==> config.mk <==
export PLATFORM = sky130hd
export DESIGN_NAME = wb_stage
export DESIGN_NICKNAME = d
export VERILOG_FILES = /design/src/rtl/wb_stage.sv
export SDC_FILE = /design/constraint.sdc
export NUM_CORES = 1
export LEC_CHECK = 0
export ABC_CLOCK_PERIOD_IN_PS = 5450
export CAP_MARGIN = 20
export CORE_MARGIN = 3
export CORE_UTILIZATION = 43
export CTS_CLUSTER_SIZE = 10
export DETAILED_ROUTE_END_ITERATION = 16
export PLACE_DENSITY = 0.83
export SETUP_SLACK_MARGIN = 0.05
export SLEW_MARGIN = 40
export SYNTH_ARGS = -nofsm -noshare
export SYNTH_HDL_FRONTEND = slang
export SYNTH_SLANG_ARGS = --single-unit
==> constraint.sdc <==
create_clock -name clk_i -period 5.45 [get_ports clk_i]
set_clock_uncertainty 0.2 [all_clocks]
set_input_delay 1.635 -clock clk_i [delete_from_list [all_inputs] [get_ports clk_i]]
set_output_delay 1.635 -clock clk_i [all_outputs]
set_load 0.005 [all_outputs]
==> src/rtl/wb_stage.sv <==
// Writeback stage: registers the execute result, formats load data, drives the
// register-file write port and bypasses operands. Optional retire counter: WB_INSTRET_EN.
module wb_stage #(
  parameter int REG_SIZE   = 32,
  parameter int NO_OF_REGS = 32,
  parameter int REGW       = $clog2(NO_OF_REGS)
) (
  input  logic                clk_i,
  input  logic                rst_i,
  input  logic                ex_valid_i,
  input  logic                ex_reg_we_i,
  input  logic [REGW-1:0]     ex_rd_i,
  input  logic [1:0]          ex_wb_sel_i,
  input  logic [2:0]          ex_funct3_i,
  input  logic [REG_SIZE-1:0] ex_alu_res_i,
  input  logic [REG_SIZE-1:0] ex_pc_i,
  input  logic [REG_SIZE-1:0] ex_csr_rdata_i,
  input  logic [REG_SIZE-1:0] dmem_rdata_i,
  input  logic                stall_i,
  input  logic                flush_i,
  input  logic [REGW-1:0]     raddr1_i,
  input  logic [REGW-1:0]     raddr2_i,
  input  logic [REG_SIZE-1:0] rdata1_rf_i,
  input  logic [REG_SIZE-1:0] rdata2_rf_i,
  output logic                we_o,
  output logic [REGW-1:0]     waddr_o,
  output logic [REG_SIZE-1:0] wdata_o,
  output logic [REG_SIZE-1:0] fwd_rdata1_o,
  output logic [REG_SIZE-1:0] fwd_rdata2_o
`ifdef WB_INSTRET_EN
  ,
  output logic [63:0]         instret_o
`endif
);

  typedef enum logic [1:0] {
    WB_ALU  = 2'b00,
    WB_LOAD = 2'b01,
    WB_PC4  = 2'b10,
    WB_CSR  = 2'b11
  } wb_sel_e;

  localparam logic [2:0] F3_LB  = 3'b000;
  localparam logic [2:0] F3_LH  = 3'b001;
  localparam logic [2:0] F3_LBU = 3'b100;
  localparam logic [2:0] F3_LHU = 3'b101;

  logic                r_valid;
  logic                r_reg_we;
  logic [REGW-1:0]     r_rd;
  wb_sel_e             r_wb_sel;
  logic [2:0]          r_funct3;
  logic [REG_SIZE-1:0] r_alu_res;
  logic [REG_SIZE-1:0] r_pc;
  logic [REG_SIZE-1:0] r_csr_rdata;

  logic [1:0]          w_off;
  logic [7:0]          w_byte;
  logic [15:0]         w_half;
  logic [REG_SIZE-1:0] w_load_data;
  logic [REG_SIZE-1:0] w_result;
  logic                w_we;

  // NOTE: sequential state uses non-blocking assignments so every register
  // samples pre-edge values regardless of statement order.
  always_ff @(posedge clk_i) begin
    if (rst_i) begin
      r_valid     <= 1'b0;
      r_reg_we    <= 1'b0;
      r_rd        <= '0;
      r_wb_sel    <= WB_ALU;
      r_funct3    <= '0;
      r_alu_res   <= '0;
      r_pc        <= '0;
      r_csr_rdata <= '0;
    end else if (flush_i) begin
      // Only valid matters once killed; payload is left as-is.
      r_valid <= 1'b0;
    end else if (!stall_i) begin
      r_valid     <= ex_valid_i;
      r_reg_we    <= ex_reg_we_i;
      r_rd        <= ex_rd_i;
      r_wb_sel    <= wb_sel_e'(ex_wb_sel_i);
      r_funct3    <= ex_funct3_i;
      r_alu_res   <= ex_alu_res_i;
      r_pc        <= ex_pc_i;
      r_csr_rdata <= ex_csr_rdata_i;
    end
  end

  // NOTE: every always_comb output gets a default first so no path infers a latch.
  always_comb begin
    w_off       = r_alu_res[1:0];
    w_byte      = dmem_rdata_i[{w_off, 3'b000} +: 8];
    w_half      = dmem_rdata_i[{w_off[1], 4'b0000} +: 16];
    w_load_data = dmem_rdata_i;
    unique case (r_funct3)
      F3_LB:   w_load_data = {{(REG_SIZE-8){w_byte[7]}}, w_byte};
      F3_LBU:  w_load_data = {{(REG_SIZE-8){1'b0}}, w_byte};
      F3_LH:   w_load_data = {{(REG_SIZE-16){w_half[15]}}, w_half};
      F3_LHU:  w_load_data = {{(REG_SIZE-16){1'b0}}, w_half};
      default: w_load_data = dmem_rdata_i;
    endcase
  end

  always_comb begin
    w_result = r_alu_res;
    unique case (r_wb_sel)
      WB_ALU:  w_result = r_alu_res;
      WB_LOAD: w_result = w_load_data;
      WB_PC4:  w_result = r_pc + REG_SIZE'(4);
      WB_CSR:  w_result = r_csr_rdata;
      default: w_result = r_alu_res;
    endcase
  end

  // x0 is hardwired to zero, so it is never written and never bypassed.
  assign w_we    = r_valid & r_reg_we & (r_rd != '0);
  assign we_o    = w_we;
  assign waddr_o = r_rd;
  assign wdata_o = w_result;

  assign fwd_rdata1_o = (w_we && (raddr1_i == r_rd)) ? w_result : rdata1_rf_i;
  assign fwd_rdata2_o = (w_we && (raddr2_i == r_rd)) ? w_result : rdata2_rf_i;

`ifdef WB_INSTRET_EN
  logic [63:0] r_instret;

  // An instruction retires when it leaves WB; a stalled one counts once on exit.
  always_ff @(posedge clk_i) begin
    if (rst_i) begin
      r_instret <= '0;
    end else if (r_valid && !stall_i) begin
      r_instret <= r_instret + 64'd1;
    end
  end

  assign instret_o = r_instret;
`endif

endmodule

---- Word-level counts from Yosys, hierarchy flattened ----
Index checks and enable logic that the tools add are counted.
word-level totals
  register bits ........................... 108
  bits of input ports ..................... 218
  output and inout bits ................... 102
  word-level logic and storage cells ...... 34
operators by class
  add/subtract/negate cells ............... 1
  equality and inequality tests ........... 8
  shift-type cells ........................ 2
  muxes and demuxes ....................... 4
  bitwise gates (word level) .............. 4
  reduce and logical (&&, ||, !) cells .... 7
operators by type and width
  cell                                                             count
  32-bit one-hot mux with 4 select lines                           2
  32-bit two-way mux                                               2
  32-bit by 3-bit adder with 32-bit output, second input constant  1
  32-bit by 6-bit variable part select with 16-bit output          1
  32-bit by 6-bit variable part select with 8-bit output           1
  5-bit == test                                                    2
  3-bit == test, second input constant                             2
  5-bit nonzero test                                               1
  2-bit == test, second input constant                             2
  3-bit by 1-bit == test with 1-bit output, second input constant  1
  3-bit logical NOT                                                1
  1-bit AND                                                        2
  2-bit by 1-bit == test with 1-bit output, second input constant  1
  1-bit logical AND                                                2
  2-bit logical NOT                                                1
  1-bit NOT                                                        2
  2-bit AND reduction                                              1
  2-bit OR reduction                                               1

---- Logic depth before layout (Yosys ltp) ----
  depth after elaboration ................. 4
  depth in mapped cells ................... 8
  mapped depth without buffers ............ 6

---- Worst setup path before layout ----
No wires, ideal clock.
  path kind ............................... input port to output port
  from .................................... in raddr1_i[2]
  to ...................................... out fwd_rdata1_o[10]
  arrival time ............................ 3180 ps
  required time ........................... 3615 ps
  slack ................................... 435 ps
  cell stages on the path ................. 5
  path buffers ............................ 1
  cells stage by stage .................... xnor2_1 > nand3_1 > nor3_1 > clkbuf_1 > mux2_2
on the way
  longest elaborated chain between the ends .. 3
RTL lines
  item                line  source
  start, declared     21    input logic [REGW-1:0] raddr1_i,
  5-bit == test       123   assign fwd_rdata1_o = (w_we && (raddr1_i == r_rd)) ? w_result : rdata1_rf_i;
  1-bit logical AND   123
  32-bit two-way mux  123
  end, declared       28    output logic [REG_SIZE-1:0] fwd_rdata1_o,
No other way between the ends.

---- Worst setup path in the final report ----
  from .................................... in dmem_rdata_i[7]
  to ...................................... out fwd_rdata1_o[16]
on the way
  longest elaborated chain between the ends .. 4
RTL lines
  item                                                    line  source
  start, declared                                         18    input logic [REG_SIZE-1:0] dmem_rdata_i,
  32-bit by 6-bit variable part select with 8-bit output  94    w_byte = dmem_rdata_i[{w_off, 3'b000} +: 8];
  32-bit one-hot mux with 4 select lines                  97    unique case (r_funct3)
  32-bit one-hot mux with 4 select lines                  108   unique case (r_wb_sel)
  32-bit two-way mux                                      123
No other way between the ends.

==> summary.txt <==
Root buffer cell = clkbuf_16
Setup violations, final = 0
Dpl cell area = 10,600 um2
Reg clk slew, reported paths = 70 ps
#FFs+latches synth = 108
Core Box Area = 15,900 um2
Pleak = 0.00461 uW
Maximum clock rate = 184 MHz
Std-Cell Rows = 46
Critical Path Slowest Stage Cell = dlygate4sd2_1
Routed wire per std cell = 21.3 um
Syn_nets = 1,239
Sequential area share after synthesis = 30.9%
CTS Buf Count = 9
CP max stage delay = 260 ps
RSZ-0062 raised after global routing = true
Gr usage total = 35.2%
P per Cell Area = 184 nW/um2
CP bufs+invs = 6
Latest clock arrival within the worst-skew pair = 360 ps
Post-route setup slack = 24.3 ps
Post-Syn Instances = 1,020
Largest net degree at the start of global routing = 109
First-pass DRT Iterations = 6
Synth Warn # = 0
Tmin final = 5430 ps
Average size of a mapped cell = 6.87 um2
Peak VDD IR = 0.152 mV
Count of different cell masters after synthesis = 66
H-tree levels = 3
Final nets = 1,591
Vias in the first global route = 8,742
Crit path required time = 3620 ps
Pre-CTS setup slack = -492 ps
CP Capture Type = primary output
Layout cells sized above 1 = 16.9%
First-pass GRT wire length = 49.1 mm
Async set-reset flop share out of synthesis = 0%
CTS Buffer Depth = 2
Port bufs = 319
Placed cell count = 1,528
Top Family by Delay on Critical Path = buffers and inverters
Fin. Hold Viols = 0
Post-route ant nets = 0
Vias = 9,492
Tcrit/Tclk final = 99.6%
Status = finished, final reports clean
# fillers = 1,222
Die ar. = 17,900 um2
Post-Layout Inst Area = 11,700 um2
TritonCTS clock tree = yes
Crit-path cells = clkdlybuf4s15_2 -> mux2i_2 -> buf_4 -> o22a_4 -> buf_4 -> a21o_1 -> a21oi_4 -> buf_4 -> buf_4 -> mux2_4 -> dlygate4sd2_1
Worst setup SP type = input pin
Hold Crit Class = reg -> reg
Starting density of the core = 44.1%
Via density per instance = 5.95
Finished Layout Cells = 1,595
# IOs = 320
Hold Crit Start = r_csr_rdata[11]
Ys flop type = dfxtp_1
Mapped Area = 7000 um2
Crit Path Class = in -> out
Number of antenna violations at the first check in global routing = 2
Die height = 134 um
Number of synthesized flops with an enable pin = 0
Slew @ Worst Pin = 841 ps
Die X = 134 um
Gr ovfl total = 0
GPL Wtd Cong = 1.03
Area Overhead vs Synth = 66.7%
Initial DRC count = 1,191
Max Slew Vio Count = 0
Tot Pwr = 2150 uW
FF-to-FF Start = r_wb_sel[0]
Crit path top cell by count = buf_4
# DRC = 0
Max-slew headroom at the worst pin = 43.9%
Hpwl dp = 23.9 mm
# Max-Cap Violations = 0
Worst setup path start = dmem_rdata_i[7]
Routed WL = 34.0 mm
Worst Path Max Fanout = 4
# clock sinks = 108
Worst endpoint data arrival time = 3590 ps
-- final timing paths --
check,cells past startpoint,endpoint,slack (ps)
max reg2reg,3,r_wb_sel[0],3990
min reg2reg,2,r_csr_rdata[11],260
min,2,r_csr_rdata[11],260
max,11,fwd_rdata1_o[16],20
-- stage by stage --
step | utilization (%) | TNS (ps) | hold slack (ps)
after CTS | 71.8 | 0 | 255
after floorplan | - | 0 | 231
after global placement | 66.7 | -24050 | 239
after global routing | 73.5 | -9.12 | 273
final | 73.5 | 0 | 256
after detailed placement | 66.8 | -25750 | 246
-- timing repair --
item | 4_1_cts | 5_1_grt
setup buffers | 30 | 14
endpoints found under the setup margin | 90 | 60
hold buffers | 0 | 0
resized for setup | 191 | 43
gates cloned | 5 | 0
pin swaps | 23 | 19
-- final cells by class --
class	count	area, um2	share of cell area (%)
Clock buffer	11	233	1.99
Timing Repair Buffer	423	4080	34.9
Inverter	22	82.6	0.707
Tap cell	216	270	2.32
Multi-Input combinational cell	808	4800	41.1
Clock inverter	5	42.5	0.364
Antenna cell	2	5.00	0.0429
Sequential cell	108	2160	18.5
-- synth_stat cells, drive strengths merged (2+ instances only) --
cell	instances	share of area, %
a211oi	10	1.1
a21o	6	0.64
a21oi	153	11
a221oi	4	0.59
a22oi	6	0.64
a31o	3	0.38
a31oi	11	0.98
and2	3	0.27
and3	5	0.45
and4	7	0.89
buf	12	0.84
clkbuf	70	3.8
dfxtp	108	31
inv	21	1.1
mux2	30	4.8
mux2i	13	1.9
mux4	2	0.64
nand2	276	15
nand2b	13	1.2
nand3	13	0.93
nand4	14	1.5
nor2	56	3.0
nor2b	8	0.71
nor3	13	0.93
nor3b	6	0.64
nor4	9	0.80
o2111ai	6	0.75
o211a	3	0.43
o211ai	6	0.64
o21a	2	0.21
o21ai	53	3.8
o22ai	2	0.18
o311a	3	0.43
o311ai	2	0.25
o31a	3	0.38
o31ai	13	1.4
o32ai	2	0.25
or2	5	0.45
or3	7	0.63
or4	10	1.1
xnor2	15	1.9
-- layer usage --
metal / track usage, % / vias to the layer above / share of wire [%]
li1: - / 4291 / -
met1: 43.7 / 4422 / 38
met2: 57.4 / 649 / 47
met3: 9.21 / 130 / 11
met4: 16.0 / 0 / 4.8
met5: 0 / - / 0
-- worst reg2reg max path, delay by kind of cell (launching register included) --
| kind | cells | cell delay (ps) |
|---|---|---|
| compound gates | 1 | 160 |
| flops | 1 | 530 |
| simple gates | 1 | 100 |
| buf+inv | 1 | 400 |
-- power by group --
part / switching [uW] / internal (uW) / total, uW / leakage (uW)
Sequential: 41.8 / 825 / 867 / 0.000883
Clock: 318 / 318 / 635 / 0.000136
Combinational: 296 / 355 / 651 / 0.00359
Total: 656 / 1500 / 2150 / 0.00461
-- placed cells by master (no fill, tap or decap), types with 5 or more instances in the layout --
| master | synthesis | layout |
|---|---|---|
| nor4_1 | 9 | 9 |
| nand2_1 | 276 | 274 |
| a22oi_1 | 6 | 6 |
| o21ai_0 | 52 | 43 |
| or4_1 | 8 | 6 |
| buf_12 | 0 | 6 |
| nor3b_1 | 6 | 6 |
| clkdlybuf4s50_1 | 0 | 229 |
| mux2_2 | 30 | 24 |
| mux2_4 | 0 | 6 |
| nand3_1 | 13 | 11 |
| a21oi_1 | 153 | 149 |
| nor2_1 | 56 | 54 |
| nor2b_1 | 8 | 7 |
| o21ai_1 | 1 | 7 |
| nor3_1 | 13 | 11 |
| buf_4 | 0 | 87 |
| inv_1 | 21 | 20 |
| mux2i_1 | 13 | 11 |
| and4_1 | 6 | 6 |
| buf_6 | 1 | 8 |
| a211oi_2 | 0 | 6 |
| o211ai_1 | 6 | 6 |
| nand4_1 | 13 | 13 |
| a21o_1 | 6 | 5 |
| dlygate4sd2_1 | 0 | 50 |
| xnor2_1 | 15 | 7 |
| clkdlybuf4s15_2 | 0 | 5 |
| xnor2_2 | 0 | 8 |
| nand2b_1 | 13 | 13 |
| buf_2 | 5 | 8 |
| clkdlybuf4s15_1 | 0 | 7 |
| dfxtp_1 | 108 | 108 |
| clkbuf_16 | 0 | 9 |
| o31ai_1 | 13 | 13 |
| dlymetal6s2s_1 | 0 | 14 |
| a31oi_1 | 11 | 9 |
-- flip-flops by register name, indices dropped and copies added, names as in the netlist --
signal	flops
r_alu_res	32
r_pc	32
r_csr_rdata	32
r_valid	1
r_wb_sel	2
waddr_o	5
r_reg_we	1
r_funct3	3
-- kinds of logic after synthesis --
kind of cell | Yosys count | synth area share [%]
simple gates | 447 | 28.5
fa+ha+maj | 1 | 0.179
mux | 45 | 7.33
xor+xnor | 16 | 2.00
buf+inv | 104 | 5.77
compound gates | 299 | 25.4
flops | 108 | 30.9
Note: power is estimated with default switching activity, not from simulation.
